<file path="config.mk">
export PLATFORM = sky130hd
export DESIGN_NAME = apb_bus_arbiter
export DESIGN_NICKNAME = d
export VERILOG_FILES = /design/src/rtl/apb_bus_arbiter.sv
export SDC_FILE = /design/constraint.sdc
export NUM_CORES = 1
export LEC_CHECK = 0
export ABC_AREA = 1
export ABC_CLOCK_PERIOD_IN_PS = 2000
export BUFFER_PORTS_ARGS = -buffer_cell sky130_fd_sc_hd__buf_2
export CAP_MARGIN = 20
export CORE_AREA = 2 2 157 159
export DETAILED_ROUTE_END_ITERATION = 6
export DIE_AREA = 0 0 159 161
export HOLD_SLACK_MARGIN = 0.12
export PLACE_DENSITY_LB_ADDON = 0.2
export SLEW_MARGIN = 20
export SYNTH_ARGS = -nofsm -noshare
export SYNTH_HDL_FRONTEND = slang
export SYNTH_SLANG_ARGS = --single-unit
</file>
<file path="constraint.sdc">
create_clock -name PCLK -period 2 [get_ports PCLK]
set_input_delay 0.1 -clock PCLK [delete_from_list [all_inputs] [get_ports PCLK]]
set_output_delay 0.1 -clock PCLK [all_outputs]
set_load 0.02 [all_outputs]
</file>
<file path="src/rtl/apb_bus_arbiter.sv">
// apb_bus_arbiter: two-requester round-robin arbiter fused with an APB3 master.
// Decodes four slave slots, runs SETUP/ACCESS and bounds each access with a watchdog.
module apb_bus_arbiter #(
    parameter logic [31:0] BASE_ADDR = 32'h1000_0000,
    parameter logic [31:0] SLOT_SIZE = 32'h0000_1000,
    parameter int unsigned TIMEOUT   = 16
) (
    input  logic        PCLK,
    input  logic        PRESET,
    input  logic        m0_transfer,
    input  logic        m0_write,
    input  logic [31:0] m0_addr,
    input  logic [31:0] m0_wdata,
    output logic [31:0] m0_rdata,
    output logic        m0_ready,
    output logic        m0_err,
    input  logic        m1_transfer,
    input  logic        m1_write,
    input  logic [31:0] m1_addr,
    input  logic [31:0] m1_wdata,
    output logic [31:0] m1_rdata,
    output logic        m1_ready,
    output logic        m1_err,
    output logic [31:0] PADDR,
    output logic [31:0] PWDATA,
    output logic        PWRITE,
    output logic        PENABLE,
    output logic        PSEL0,
    output logic        PSEL1,
    output logic        PSEL2,
    output logic        PSEL3,
    input  logic [31:0] PRDATA0,
    input  logic [31:0] PRDATA1,
    input  logic [31:0] PRDATA2,
    input  logic [31:0] PRDATA3,
    input  logic        PREADY0,
    input  logic        PREADY1,
    input  logic        PREADY2,
    input  logic        PREADY3
);

    localparam int             SHIFT   = $clog2(SLOT_SIZE);
    localparam logic [31:0]    SPAN    = SLOT_SIZE << 2;
    localparam int             WDW     = $clog2(TIMEOUT + 1);
    localparam logic [WDW-1:0] WD_LAST = WDW'(TIMEOUT - 1);
    localparam logic [31:0]    TO_DATA = 32'hDEAD_BEEF;

    typedef enum logic [1:0] {
        IDLE   = 2'd0,
        SETUP  = 2'd1,
        ACCESS = 2'd2
    } state_t;

    state_t         state;
    logic [3:0]     psel_q;
    logic [1:0]     slot_q;
    logic           mapped_q;
    logic           owner_q;
    logic           last_grant;
    logic [WDW-1:0] wd_q;
    logic [31:0]    rdata_q0;
    logic [31:0]    rdata_q1;

    logic           win;
    logic [31:0]    g_addr;
    logic [31:0]    g_wdata;
    logic           g_write;
    logic [31:0]    g_off;
    logic           g_mapped;
    logic [1:0]     g_slot;

    logic           sel_ready;
    logic [31:0]    sel_rdata;
    logic           done;
    logic           done_err;
    logic [31:0]    done_rdata;

    // Round-robin winner selection and address decode of the winning request
    always_comb begin
        win = 1'b0;
        if (m0_transfer && m1_transfer) begin
            win = ~last_grant;
        end else if (m1_transfer) begin
            win = 1'b1;
        end
        g_addr   = win ? m1_addr  : m0_addr;
        g_wdata  = win ? m1_wdata : m0_wdata;
        g_write  = win ? m1_write : m0_write;
        g_off    = g_addr - BASE_ADDR;
        g_mapped = (g_addr >= BASE_ADDR) && (g_off < SPAN);
        g_slot   = 2'(g_off >> SHIFT);
    end

    // Pick ready/rdata of the granted slot; other slots are ignored
    always_comb begin
        sel_ready = 1'b0;
        sel_rdata = '0;
        unique case (slot_q)
            2'd0: begin sel_ready = PREADY0; sel_rdata = PRDATA0; end
            2'd1: begin sel_ready = PREADY1; sel_rdata = PRDATA1; end
            2'd2: begin sel_ready = PREADY2; sel_rdata = PRDATA2; end
            2'd3: begin sel_ready = PREADY3; sel_rdata = PRDATA3; end
        endcase
    end

    // Completion: unmapped first, then slave ready, then watchdog expiry
    always_comb begin
        done       = 1'b0;
        done_err   = 1'b0;
        done_rdata = '0;
        if (state == ACCESS) begin
            if (!mapped_q) begin
                done     = 1'b1;
                done_err = 1'b1;
            end else if (sel_ready) begin
                done       = 1'b1;
                done_rdata = sel_rdata;
            end else if (wd_q == WD_LAST) begin
                done       = 1'b1;
                done_err   = 1'b1;
                done_rdata = TO_DATA;
            end
        end
    end

    assign m0_ready = done & ~owner_q;
    assign m1_ready = done &  owner_q;
    assign m0_err   = done_err & m0_ready;
    assign m1_err   = done_err & m1_ready;
    assign m0_rdata = m0_ready ? done_rdata : rdata_q0;
    assign m1_rdata = m1_ready ? done_rdata : rdata_q1;

    assign PSEL0 = psel_q[0];
    assign PSEL1 = psel_q[1];
    assign PSEL2 = psel_q[2];
    assign PSEL3 = psel_q[3];

    // Transfer FSM with registered APB outputs, grant history and watchdog
    always_ff @(posedge PCLK or negedge PRESET) begin
        if (!PRESET) begin
            state      <= IDLE;
            PADDR      <= '0;
            PWDATA     <= '0;
            PWRITE     <= 1'b0;
            PENABLE    <= 1'b0;
            psel_q     <= '0;
            slot_q     <= '0;
            mapped_q   <= 1'b0;
            owner_q    <= 1'b0;
            last_grant <= 1'b1;
            wd_q       <= '0;
            rdata_q0   <= '0;
            rdata_q1   <= '0;
        end else begin
            unique case (state)
                IDLE: begin
                    if (m0_transfer || m1_transfer) begin
                        PADDR      <= g_addr;
                        PWDATA     <= g_wdata;
                        PWRITE     <= g_write;
                        slot_q     <= g_slot;
                        mapped_q   <= g_mapped;
                        owner_q    <= win;
                        last_grant <= win;
                        psel_q     <= g_mapped ? (4'b0001 << g_slot) : 4'b0000;
                        state      <= SETUP;
                    end
                end
                SETUP: begin
                    PENABLE <= 1'b1;
                    wd_q    <= '0;
                    state   <= ACCESS;
                end
                ACCESS: begin
                    if (done) begin
                        psel_q  <= '0;
                        PENABLE <= 1'b0;
                        state   <= IDLE;
                        if (owner_q) begin
                            rdata_q1 <= done_rdata;
                        end else begin
                            rdata_q0 <= done_rdata;
                        end
                    end else begin
                        wd_q <= wd_q + 1'b1;
                    end
                end
                default: state <= IDLE;
            endcase
        end
    end

endmodule

</file>
==> results.cfg, run 1 <==
[synth]
yosysWarnings = 0
syn_inst = 1097
ys_ff_latch = 144
yosysUniqueCellTypes = 26
synth_fa_ha_area_share_pct = 0.3271
synth-compound-area-share_pct = 8.226
yosysSeqAreaShare_pct = 47.11
synth_top_family_by_area = simple AND/OR/NAND/NOR gates
syn-cell-area_um2 = 7651
synth-xor-area-share_pct = 0.2289
syn-mean-instance-area_um2 = 6.975
synthMuxAreaShare_pct = 0
syn-num-nets = 1365
synthSimpleGateAreaFrac_pct = 38.54

[setup_path]
worstSetupStartpoint = PADDR[12]$_DFFE_PN0P_
path_buf_inv = 4
r2r_cells = 16
worstReg2RegStart = PADDR[12]$_DFFE_PN0P_
path_cells = nand2_1, inv_2, nand2_2, nand3_4, nand2_4, nand3_4, nand3_4, inv_6, clkbuf_16, nand2_1, nand2_1, buf_6
cp.arrival_ps = 2150
crit_path_top_delay_cell = dfrtp_2
cp.depth = 12
cp_data_required_time_ps = 1900
r2r-end = rdata_q1[14]$_DFFE_PN0P_
cpLargestDelayFamily = simple AND/OR/NAND/NOR gates
max_stage_delay_ps = 470
start_kind = flip-flop
end_kind = output port
cp_max_fo = 10
r2r_slack_ps = -220
path_class = reg2out
worstSetupEndpoint = m1_rdata[25]

[outcome]
violations = setup timing
status = finished, violations left

[die]
rows = 57
start_util_pct = 31.93
core_area_um2 = 23960
die_h_um = 161
ioPinCount = 404
dieArea_um2 = 25600
die_x_um = 159

[global_routing]
overflow = 0
grt_pass1_vias = 9548
grt_pass1_wl_mm = 52.27
grtUsageTotal_pct = 26.20
grt_max_degree = 69
antenna_found_initial = 15

[clock_network]
h-tree-depth = 4
clk_latency_ps = 420
cts-root-buf = clkbuf_16
cts.sinks = 144
cts_inserted_buffers = 17
tritoncts = yes
clock_path_buffers = 2
clk_pin_slew_worst_paths_ps = 70

[sta]
period_share_pct = 112.5
relSlewSlack_pct = 53.63
worstMarginPinSlew_ps = 688.3
tns_ps = -14220
slew_viol_final = 0
setup_ws_ps = -250.0
rsz0062_at_grt = yes
hold_viol_final = 0
finalSetupViolCount = 69
period_needed_ps = 2250
fmax_ghz = 0.4444
skew_ps = 16.34

[detailed_routing]
vias = 9592
drt_iter0_drc = 533
post_drt_via_cell_ratio = 4.718
postRouteAntennaNets = 0
drtPass1Iterations = 5
routedWlPerCell_um = 17.10
drt_drc_violations_left = 0
drt_wl_total_mm = 34.77

[finish]
final_cell_mix = nand2_1, buf_2, dfrtp_1
nets = 1950
area_growth_pct = 78.41
finalCoreUtilization_pct = 56.97
drive_above_1_share_pct = 38.41
layout.cells.most_common = nand2_1

[placed_design]
pre_cts_slack_ps = -6.761
io_buffer_count = 403
gp_congestion = 0.8903
hpwl_mm = 23.68

[worst_hold_path]
hp-class = in2reg
hold_depth = 5

[power]
p_leak_nw = 7.451
irDropWorstVdd_uv = 708.1
totalPowerFinal_mw = 15.21
power_density_nw_per_um2 = 1114

[flow_run]
maxCapViolations = 0
registers in the layout, summed over array words and instances (netlist names), 2 cells and up:
register / count
rdata_q0: 32
rdata_q1: 32
PADDR: 32
PWDATA: 32
state: 2
psel_q: 4
wd_q: 5
tightest hold or removal path: cells and delay by family:
kind                   cells  cell delay [ps]
AO/OA/AOI/OAI              1              120
AND/OR/NAND/NOR            3              200
buffers and inverters      1              100
cells by family after synthesis:
kind of cell	count (synthesis)
AO/OA/AOI/OAI	121
XOR/XNOR	2
adder cells (fa/ha/maj)	2
buffers and inverters	93
flip-flops	144
AND/OR/NAND/NOR	735
metal layers:
metal / share of wire [%] / global-route usage [%]
met5: 0.066 / 0
met4: 2.4 / 9.132
met3: 7.2 / 6.882
met2: 52 / 48.10
met1: 38 / 29.39
power by group:
part           leakage [nW]  internal, mW  switching (mW)  total (mW)
clock network         0.270          1.76            1.38        3.14
registers              1.86          3.65           0.469        4.11
logic                  5.32          3.08            4.87        7.95
synthesized netlist by cell type, drive strengths merged:
| master | n | share of area [%] |
|---|---|---|
| dfstp | 1 | 0.34 |
| xnor2 | 1 | 0.11 |
| nor2 | 123 | 6.1 |
| buf | 21 | 2.0 |
| dfrtp | 143 | 47 |
| xor2 | 1 | 0.11 |
| a21oi | 12 | 0.78 |
| nand3b | 9 | 0.88 |
| nand3 | 70 | 5.2 |
| ha | 2 | 0.33 |
| o22ai | 2 | 0.16 |
| nand2 | 529 | 26 |
| a31oi | 17 | 1.4 |
| inv | 34 | 1.7 |
| nand4 | 1 | 0.082 |
| nor3 | 3 | 0.20 |
| clkbuf | 38 | 1.9 |
| o21ai | 90 | 5.9 |
worst min path at each step:
| stage | from | to | slack [ps] |
|---|---|---|---|
| 6_report | PRDATA0[29] | rdata_q1[29]$_DFFE_PN0P_ | 150 |
| 5_1_grt | PRDATA0[29] | rdata_q1[29]$_DFFE_PN0P_ | 160 |
| 4_1_cts | PRDATA0[29] | rdata_q1[29]$_DFFE_PN0P_ | 120 |
| 3_5_place_dp | PRESET | rdata_q0[5]$_DFFE_PN0P_ | 30 |
| 3_3_place_gp | PRESET | rdata_q0[5]$_DFFE_PN0P_ | 30 |
| 2_1_floorplan | PRESET | PADDR[0]$_DFFE_PN0P_ | -200 |
metrics by stage:
stage               cells  hold WS [ps]  cell area (um^2)
finish               2033         145.2             13650
global route         2028         162.4             13640
CTS                  2012         121.5             13270
detailed placement   1831         29.47             10470
global placement     1831         29.10             10470
floorplan            1097        -195.6              7651
what timing repair did:
action                                 CTS  global route
setup buffers                           16             4
pin swaps                               14             2
hold buffers                           129             0
endpoints found under the hold margin  210             0
resized for setup                      210            84
gates cloned                             5             3
setup endpoints to repair               68            76
cell type report:
type | instances | area [um^2]
Fill cell | 2239 | 10310
Sequential cell | 144 | 3607
Antenna cell | 14 | 35.03
Timing Repair Buffer | 625 | 4823
Tap cell | 324 | 405.4
Clock buffer | 18 | 439.2
Clock inverter | 14 | 131.4
Inverter | 34 | 143.9
Multi-Input combinational cell | 860 | 4065
(Power assumes the default switching activity.)
==> run 2, diff against run 1 <==
--- a/config.mk
+++ b/config.mk
@@ -7,11 +7,13 @@
 export LEC_CHECK = 0
 export ABC_AREA = 1
 export ABC_CLOCK_PERIOD_IN_PS = 2000
-export BUFFER_PORTS_ARGS = -buffer_cell sky130_fd_sc_hd__buf_2
+export BUFFER_PORTS_ARGS = -buffer_cell sky130_fd_sc_hd__buf_4
 export CAP_MARGIN = 20
-export CORE_AREA = 2 2 157 159
+export CELL_PAD_IN_SITES_DETAIL_PLACEMENT = 1
+export CELL_PAD_IN_SITES_GLOBAL_PLACEMENT = 2
+export CORE_MARGIN = 2
+export CORE_UTILIZATION = 23
 export DETAILED_ROUTE_END_ITERATION = 6
-export DIE_AREA = 0 0 159 161
 export HOLD_SLACK_MARGIN = 0.12
 export PLACE_DENSITY_LB_ADDON = 0.2
 export SLEW_MARGIN = 20
==> run 2 against run 1 <==
The flow still finishes with violations (setup timing). Die area rose by 36%. Register-to-register slack improved by 240 ps. Via count about the same. Sequential cell count is the same. Hold slack better by 6.3 ps. Critical path depth stayed put. Global-route usage fell by 3.1 points. Maximum frequency is 4.1% lower. Core utilization is 12 points lower. Sequential power is essentially flat. Largest cell class unchanged. Highest routed layer unchanged.
==> results.cfg, run 2 (same netlist as run 1, synthesis figures left out) <==
[detailed_routing]
drtPass1Iterations = 4
vias = 9598
post_drt_via_cell_ratio = 4.477
routedWlPerCell_um = 19.25
drt_drc_violations_left = 0
top_layer_used = met5
postRouteAntennaNets = 0
wl_met2_mm = 21.02
drt_wl_total_mm = 41.28
wl_met1_mm = 16.78
drt_iter0_drc = 383
met3WireLength_mm = 2.762

[finish]
area_growth_pct = 89.83
fillCellCount = 3978
nets = 1954
final_cell_mix = nand2_1, buf_4, dfrtp_1
fin_area_um2 = 14520
seq_area_um2 = 3605
drive_above_1_share_pct = 37.20
layout.cells.most_common = nand2_1
finalCoreUtilization_pct = 44.53
multiInputGateArea_um2 = 3961

[setup_path]
path_cells = buf_6, nor2_4, nand2_2, nand3_4, nand2_4, nand3_4, nand3_4, inv_8, buf_12, nand2_1, nand2_2, buf_4
crit_path_top_delay_cell = dfrtp_1
path_class = reg2out
r2r_cells = 5
worstReg2RegStart = state[0]$_DFFE_PN0P_
cp_data_required_time_ps = 1900
r2r_slack_ps = 20
crit_top_cell = nand3_4
cp.arrival_ps = 2250
cp_max_fo = 7
start_kind = flip-flop
r2r-end = PADDR[2]$_DFFE_PN0P_
end_kind = output port
max_stage_delay_ps = 390

[die]
rows = 66
die_h_um = 186.4
dieArea_um2 = 34740
core_area_um2 = 32620
die_x_um = 186.4
start_util_pct = 23.46
ioPinCount = 404

[placed_design]
post_dp_cell_area_um2 = 11760
io_buffer_count = 403
hpwl_mm = 29.79
gp_congestion = 0.9177

[global_routing]
overflow = 0
antenna_found_initial = 5
grt_pass1_vias = 10500
grtUsageTotal_pct = 23.14
grt_max_degree = 64
grt_pass1_wl_mm = 61.96

[outcome]
status = finished, violations left
violations = setup timing

[sta]
setup_ws_ps = -346.0
hold_viol_final = 0
rsz0062_at_grt = yes
skew_ps = 9.409
period_needed_ps = 2346
worstMarginPinSlew_ps = 719.7
slew_viol_final = 0
period_share_pct = 117.3
relSlewSlack_pct = 51.52
fmax_ghz = 0.4263
finalSetupViolCount = 68

[power]
power_density_nw_per_um2 = 1135
p_leak_nw = 7.841
irDropWorstVdd_uv = 515.2

[worst_hold_path]
hp-class = in2reg
min_to = rdata_q1[20]$_DFFE_PN0P_
hold_depth = 5
hold_start = PRDATA0[20]

[clock_network]
tritoncts = yes
clock_path_buffers = 2
cts_inserted_buffers = 17
clk_latency_ps = 430
clk_pin_slew_worst_paths_ps = 60
cts-root-buf = clkbuf_16
h-tree-depth = 4
cts.sinks = 144

[flow_run]
maxCapViolations = 0
-- run 2: cell count changes in the layout (fill, tap and decap cells not counted), sizes merged --
cell and delta:
inv -2, bufinv +3, clkinv -3, clkbuf +3, bufbuf +1, diode -11, dlygate4sd3 +2
-- run 2: how the worst max path moves through the flow --
stage,slack [ps],startpoint,to
final,-350,PADDR[12]$_DFFE_PN0P_,m1_rdata[21]
after global routing,-480,PADDR[12]$_DFFE_PN0P_,m0_rdata[8]
after CTS,-380,PADDR[12]$_DFFE_PN0P_,m1_rdata[2]
after detailed placement,-100,PADDR[12]$_DFFE_PN0P_,m1_rdata[0]
after global placement,-9,PADDR[12]$_DFFE_PN0P_,m1_rdata[14]
after floorplan,170,PADDR[13]$_DFFE_PN0P_,m0_rdata[22]
-- run 2: where the power goes --
| group | internal (mW) | leakage (nW) | switching (mW) |
|---|---|---|---|
| clock network | 2.16 | 0.299 | 1.37 |
| registers | 3.64 | 1.87 | 0.494 |
| logic | 3.71 | 5.68 | 5.09 |
| total | 9.52 | 7.84 | 6.96 |
-- run 2: layer usage --
layer / GRT usage, % / up-vias
met4: 6.246 / 4
met1: 26.82 / 4573
met3: 6.846 / 41
met5: 0 / -
met2: 41.40 / 343
li1: - / 4637
-- run 2: metrics by stage --
| step | hold slack [ps] | setup TNS [ps] | setup slack (ps) | power (mW) | std cells |
|---|---|---|---|---|---|
| 6_report | 151.5 | -21020 | -346.0 | 16.48 | 2144 |
| 2_1_floorplan | -195.6 | 0 | 171.0 | 7.788 | 1097 |
| 3_5_place_dp | 106.7 | -1187 | -102.9 | 11.72 | 1959 |
| 4_1_cts | 138.0 | -21970 | -380.4 | 16.32 | 2132 |
| 5_1_grt | 152.6 | -30570 | -482.2 | 17.52 | 2144 |
| 3_3_place_gp | 100.6 | -17.05 | -9.321 | 11.66 | 1959 |
-- run 2: area by class of cell --
type,instances,area share (%)
inverter,34,0.9735
tap,442,3.808
timing repair buffer,629,38.68
multi-input combinational,860,27.27
clock buffer,20,3.144
clock inverter,12,1.249
antenna,3,0.05169
sequential,144,24.82
-- run 2: critical path, delay by kind of cell (launching register included) --
| family | cells | cell delay, ps |
|---|---|---|
| buf+inv | 4 | 560 |
| flops | 1 | 390 |
| simple gates | 8 | 860 |
-- run 2: repair_timing --
action                                  in CTS  in global routing
cloned                                       3                  4
hold buffers                               131                  0
resized for setup                          105                 53
endpoints found under the setup margin      76                 85
pin swaps                                   12                  4
endpoints found under the hold margin      171                  0
setup buffers                                9                  6
